`src/rtl/axi_wr_arbiter.sv`:
```
// rtl/axi_wr_arbiter.sv - two-master round-robin AXI3 write-path arbiter
// Optional feature macro: AXI_WR_ARB_BEAT_CHK_EN (slave WLAST from beat counter, adds len_err)
module axi_wr_arbiter #(
    parameter int NUM_M  = 2,
    parameter int ID_W   = 4,
    parameter int ADDR_W = 32,
    parameter int DATA_W = 32
) (
    input  logic                                clk,
    input  logic                                rst,
    input  logic [NUM_M-1:0][ID_W-1:0]          m_AWID,
    input  logic [NUM_M-1:0][ADDR_W-1:0]        m_AWADDR,
    input  logic [NUM_M-1:0][3:0]               m_AWLEN,
    input  logic [NUM_M-1:0][2:0]               m_AWSIZE,
    input  logic [NUM_M-1:0][1:0]               m_AWBURST,
    input  logic [NUM_M-1:0]                    m_AWVALID,
    output logic [NUM_M-1:0]                    m_AWREADY,
    input  logic [NUM_M-1:0][ID_W-1:0]          m_WID,
    input  logic [NUM_M-1:0][DATA_W-1:0]        m_WDATA,
    input  logic [NUM_M-1:0][DATA_W/8-1:0]      m_WSTRB,
    input  logic [NUM_M-1:0]                    m_WLAST,
    input  logic [NUM_M-1:0]                    m_WVALID,
    output logic [NUM_M-1:0]                    m_WREADY,
    output logic [NUM_M-1:0][ID_W-1:0]          m_BID,
    output logic [NUM_M-1:0][1:0]               m_BRESP,
    output logic [NUM_M-1:0]                    m_BVALID,
    input  logic [NUM_M-1:0]                    m_BREADY,
    output logic [ID_W-1:0]                     s_AWID,
    output logic [ADDR_W-1:0]                   s_AWADDR,
    output logic [3:0]                          s_AWLEN,
    output logic [2:0]                          s_AWSIZE,
    output logic [1:0]                          s_AWBURST,
    output logic                                s_AWVALID,
    input  logic                                s_AWREADY,
    output logic [ID_W-1:0]                     s_WID,
    output logic [DATA_W-1:0]                   s_WDATA,
    output logic [DATA_W/8-1:0]                 s_WSTRB,
    output logic                                s_WLAST,
    output logic                                s_WVALID,
    input  logic                                s_WREADY,
    input  logic [ID_W-1:0]                     s_BID,
    input  logic [1:0]                          s_BRESP,
    input  logic                                s_BVALID,
    output logic                                s_BREADY,
    output logic [NUM_M-1:0]                    grant,
`ifdef AXI_WR_ARB_BEAT_CHK_EN
    output logic                                len_err,
`endif
    output logic                                busy
);

    typedef enum logic [1:0] {IDLE, ADDR, DATA, RESP} state_t;

    state_t             state_q;
    logic [NUM_M-1:0]   grant_q;
    logic               busy_q;
    logic               prio_last_q;
    logic [3:0]         beat_cnt_q;

    logic g;
    logic win;
    logic aw_hs;
    logic w_hs;
    logic b_hs;
    logic w_last;

    assign g     = grant_q[1];
    // On contention the master that was not served last wins.
    assign win   = (&m_AWVALID) ? ~prio_last_q : m_AWVALID[1];
    assign aw_hs = (state_q == ADDR) && m_AWVALID[g] && s_AWREADY;
    assign w_hs  = (state_q == DATA) && m_WVALID[g] && s_WREADY;
    assign b_hs  = (state_q == RESP) && s_BVALID && m_BREADY[g];

`ifdef AXI_WR_ARB_BEAT_CHK_EN
    logic len_err_q;

    assign w_last  = (beat_cnt_q == 4'd0);
    assign len_err = len_err_q;

    always_ff @(posedge clk or negedge rst) begin
        if (!rst) begin
            len_err_q <= 1'b0;
        end else if (w_hs && (m_WLAST[g] != w_last)) begin
            len_err_q <= 1'b1;
        end
    end
`else
    assign w_last = m_WLAST[g];
`endif

    always_ff @(posedge clk or negedge rst) begin
        if (!rst) begin
            state_q     <= IDLE;
            grant_q     <= '0;
            busy_q      <= 1'b0;
            prio_last_q <= 1'b1;
            beat_cnt_q  <= 4'd0;
        end else begin
            case (state_q)
                IDLE: if (|m_AWVALID) begin
                    grant_q <= win ? 2'b10 : 2'b01;
                    busy_q  <= 1'b1;
                    state_q <= ADDR;
                end
                ADDR: if (aw_hs) begin
                    beat_cnt_q <= s_AWLEN;
                    state_q    <= DATA;
                end
                DATA: if (w_hs) begin
                    beat_cnt_q <= beat_cnt_q - 4'd1;
                    if (w_last) state_q <= RESP;
                end
                RESP: if (b_hs) begin
                    prio_last_q <= g;
                    grant_q     <= '0;
                    busy_q      <= 1'b0;
                    state_q     <= IDLE;
                end
                default: state_q <= IDLE;
            endcase
        end
    end

    assign grant = grant_q;
    assign busy  = busy_q;

    // Each channel is a zero-cycle pass-through that is only open in its own state.
    always_comb begin
        m_AWREADY = '0;
        m_WREADY  = '0;
        m_BID     = '0;
        m_BRESP   = '0;
        m_BVALID  = '0;
        s_AWID    = '0;
        s_AWADDR  = '0;
        s_AWLEN   = '0;
        s_AWSIZE  = '0;
        s_AWBURST = '0;
        s_AWVALID = 1'b0;
        s_WID     = '0;
        s_WDATA   = '0;
        s_WSTRB   = '0;
        s_WLAST   = 1'b0;
        s_WVALID  = 1'b0;
        s_BREADY  = 1'b0;
        case (state_q)
            ADDR: begin
                s_AWID       = m_AWID[g];
                s_AWADDR     = m_AWADDR[g];
                s_AWLEN      = m_AWLEN[g];
                s_AWSIZE     = m_AWSIZE[g];
                s_AWBURST    = m_AWBURST[g];
                s_AWVALID    = m_AWVALID[g];
                m_AWREADY[g] = s_AWREADY;
            end
            DATA: begin
                s_WID       = m_WID[g];
                s_WDATA     = m_WDATA[g];
                s_WSTRB     = m_WSTRB[g];
                s_WLAST     = w_last;
                s_WVALID    = m_WVALID[g];
                m_WREADY[g] = s_WREADY;
            end
            RESP: begin
                s_BREADY    = m_BREADY[g];
                m_BID[g]    = s_BID;
                m_BRESP[g]  = s_BRESP;
                m_BVALID[g] = s_BVALID;
            end
            default: ;
        endcase
    end

endmodule
```
`config.mk`:
```
export PLATFORM = sky130hd
export DESIGN_NAME = axi_wr_arbiter
export DESIGN_NICKNAME = d
export VERILOG_FILES = /design/src/rtl/axi_wr_arbiter.sv
export SDC_FILE = /design/constraint.sdc
export NUM_CORES = 1
export LEC_CHECK = 0
export ABC_CLOCK_PERIOD_IN_PS = 3570
export BUFFER_PORTS_ARGS = -buffer_cell sky130_fd_sc_hd__buf_2
export CAP_MARGIN = 20
export CELL_PAD_IN_SITES_DETAIL_PLACEMENT = 0
export CELL_PAD_IN_SITES_GLOBAL_PLACEMENT = 2
export CORE_MARGIN = 2
export CORE_UTILIZATION = 14
export CTS_BUF_LIST = sky130_fd_sc_hd__clkbuf_16
export DETAILED_ROUTE_END_ITERATION = 6
export PLACE_DENSITY = 0.93
export SLEW_MARGIN = 20
export SYNTH_ARGS = -nofsm -noshare
export SYNTH_HDL_FRONTEND = slang
export SYNTH_SLANG_ARGS = --single-unit
```
`constraint.sdc`:
```
create_clock -name clk -period 3.57 [get_ports clk]
set_input_delay 0.357 -clock clk [delete_from_list [all_inputs] [get_ports clk]]
set_output_delay 0.357 -clock clk [all_outputs]
set_load 0.03 [all_outputs]
```
==> flow_summary.toml <==
[run_status]
status = "finished, final reports clean"

[cells_and_area]
syn2layout_area_growth_pct = 84.58
finalNonFillerCells = 730
antenna_cells = 0
nets = 740
drive_above_1_share_pct = 56.41

[power]
switching_share_pct = 58.40
power_switching_uw = 1680
seqPwrFrac_pct = 8.6
combPwrFrac_pct = 84.8
p_per_area_nw_per_um2 = 756.1
p_leak_uw = 0.002263
p_clk_share_pct = 6.6
peakVddDrop_mv = 0.2960
p_int_uw = 1196

[synthesis]
synth_top_area_share_pct = 43.72
yosysWarnings = 0
synth_area_per_cell_um2 = 7.835
ys_types = 25
syn-instance-count = 263
synth-seq-cells = 6
synth_fp_nets = 456
synth_top_area_cell = "mux2i_1"
ys_top_cells_by_area = "mux2i_1, nor2b_1, dfrtp_1"
synthesis.area_um2 = 2061
synth_seq_area_share_pct = 7.347

[timing]
fin_crit_sh_pct = 70.17
finalMaxSlewViolations = 0
tightestPinTransition_ns = 0.8317
setup_viol = 0
final_hold_viol_count = 0
min_period_ns = 2.505
clock-skew-final_ns = 0.002294
grt_setup_unrepaired = "false"
fmax_mhz = 399.2
fin_setup_tns_ns = 0
maxSlewHeadroom_pct = 44.56

[run]
maxCapViolCount = 0

[route]
drtIter0Drc = 62
drt-total-wl_mm = 8.695
wire_per_inst_um = 11.91
vias_per_cell = 3.905
vias = 2851
drc = 0
detail-route-antenna-nets = 0
drtPass1Iterations = 4

[critical_path]
worstPathMaxFanout = 56
endpoint_kind = "output port"
worst_setup_path_start_kind = "flop"
cp.required_ns = 3.21
path_class = "reg -> out"
worstPathArrival_ns = 2.15

[floorplan]
start_util_pct = 14.23
coreArea_um2 = 14480
dieArea_um2 = 15710
die_x_um = 125.3
ios = 299
num_rows = 44
dieHeight_um = 125.3

[placement]
globalplace.congestion = 0.7504
dp_cells = 725
dp_hpwl_mm = 7.259
portBuffers = 298

[clocking]
cts_max_path_buffers = 2
cts_tree = "done"
clkLatencyLatePin_ns = 0.23
htree_levels = 1
numCtsBuffers = 3
cts-root-buf = "clkbuf_16"
clock_sinks = 6
post_cts_buffers = 0
path_clk_slew_ns = 0.04

[min_path]
hp-class = "in -> reg"

[global_route]
grt_pass1_vias = 2748
antenna_found_initial = 1
grt_pass1_wl_mm = 13.22
grt_overflow = 0
grt_max_degree = 57
track_usage_pct = 9.894
[registers in the layout (all words and copies together), names as in the netlist]
name / flops
grant: 2
state_q: 2
busy: 1
prio_last_q: 1
[layer usage]
| layer | share of wire (%) | GRT usage [%] | vias up |
|---|---|---|---|
| met2 | 53 | 19.69 | 171 |
| li1 | - | - | 1455 |
| met4 | 1.9 | 2.092 | 0 |
| met3 | 8.9 | 2.097 | 16 |
| met1 | 37 | 10.59 | 1209 |
| met5 | 0 | 0 | - |
[synth_stat cells]
cell type and number:
a21o_1 1, a21oi_1 3, a31oi_1 1, and2_1 7, and3_1 9, and4_1 1, buf_2 10, buf_4 2
clkbuf_1 11, dfrtp_1 5, dfstp_2 1, ha_1 4, inv_1 5, mux2_1 3, mux2i_1 90, nand2_1 7
nand2b_1 1, nand3_1 1, nand4_1 1, nor2_1 6, nor2b_1 90, o211a_2 1, o21ai_0 1, o21ai_1 1
o31ai_2 1
[logic make-up (layout without fill, tap and decap cells)]
family                     count (synthesis)  in the layout  synth area share [%]
adders and majority gates                  4              4                 2.429
muxes                                     93             93                 45.35
DFF                                        6              6                 7.347
AOI/OAI and AO/OA                          9              9                 2.975
and+or+nand+nor                          123            123                 35.82
buffers and inverters                     28            311                 6.072
[worst max-delay path: stages, from the launching register on]
cell	delay, ns
dfrtp_4	0.96
buf_12	0.40
mux2i_1	0.28
nor2b_1	0.06
buf_2	0.17
[placed cells by master, fill, tap and decap left out, types with 2 or more instances in the layout]
cell type	instances
and3_1	9
nor2_1	6
and2_1	7
mux2_1	3
clkbuf_16	3
buf_2	298
dfrtp_1	4
nor2b_1	90
ha_1	4
nand2_1	7
inv_1	6
a21oi_1	3
buf_4	2
mux2i_1	90
[per-stage QoR]
stage / worst slack, ns / hold WS, ns / utilization, % / instance area (um2) / total power (uW)
2_1_floorplan: 1.540 / 0.06141 / - / 2061 / 2078
3_3_place_gp: 1.283 / 0.1885 / 25.66 / 3715 / 2713
3_5_place_dp: 1.260 / 0.1940 / 25.66 / 3715 / 2711
4_1_cts: 1.016 / 0.4303 / 26.27 / 3804 / 2908
5_1_grt: 0.8734 / 0.4553 / 26.27 / 3804 / 3071
6_report: 1.065 / 0.4373 / 26.27 / 3804 / 2876
[final cells by class]
type	instances	area [um2]
inverter	5	18.77
fill	1625	10680
sequential	6	155.1
tap	184	230.2
multi-input combinational	229	1784
timing repair buffer	302	1536
clock buffer	3	75.07
clock inverter	1	3.754
[repair_timing]
action,4_1_cts,5_1_grt
gates resized for setup,0,0
hold endpoints to repair,5,0
setup endpoints to repair,0,0
hold buffers,1,0
[path summary, 6_finish.rpt]
path,endpoint,slack [ns],depth (start not counted),from
max,s_WDATA[14],1.06,4,grant[1]
min,prio_last_q,0.44,3,m_BREADY[1]
max reg2reg,grant[1],1.42,4,grant[1]
min reg2reg,grant[0],0.49,1,grant[0]
max in group asynchronous,prio_last_q,2.85,2,rst
min in group asynchronous,busy,0.49,2,rst
[power groups by stage]
stage               Clock [uW]  Sequential (uW)  Combinational (uW)
floorplan                    0              149                1930
global placement             0              250                2460
detailed placement           0              252                2460
CTS                        193              253                2460
global route               200              267                2600
finish                     188              248                2440
No activity file was read; power rests on OpenSTA's default activity.
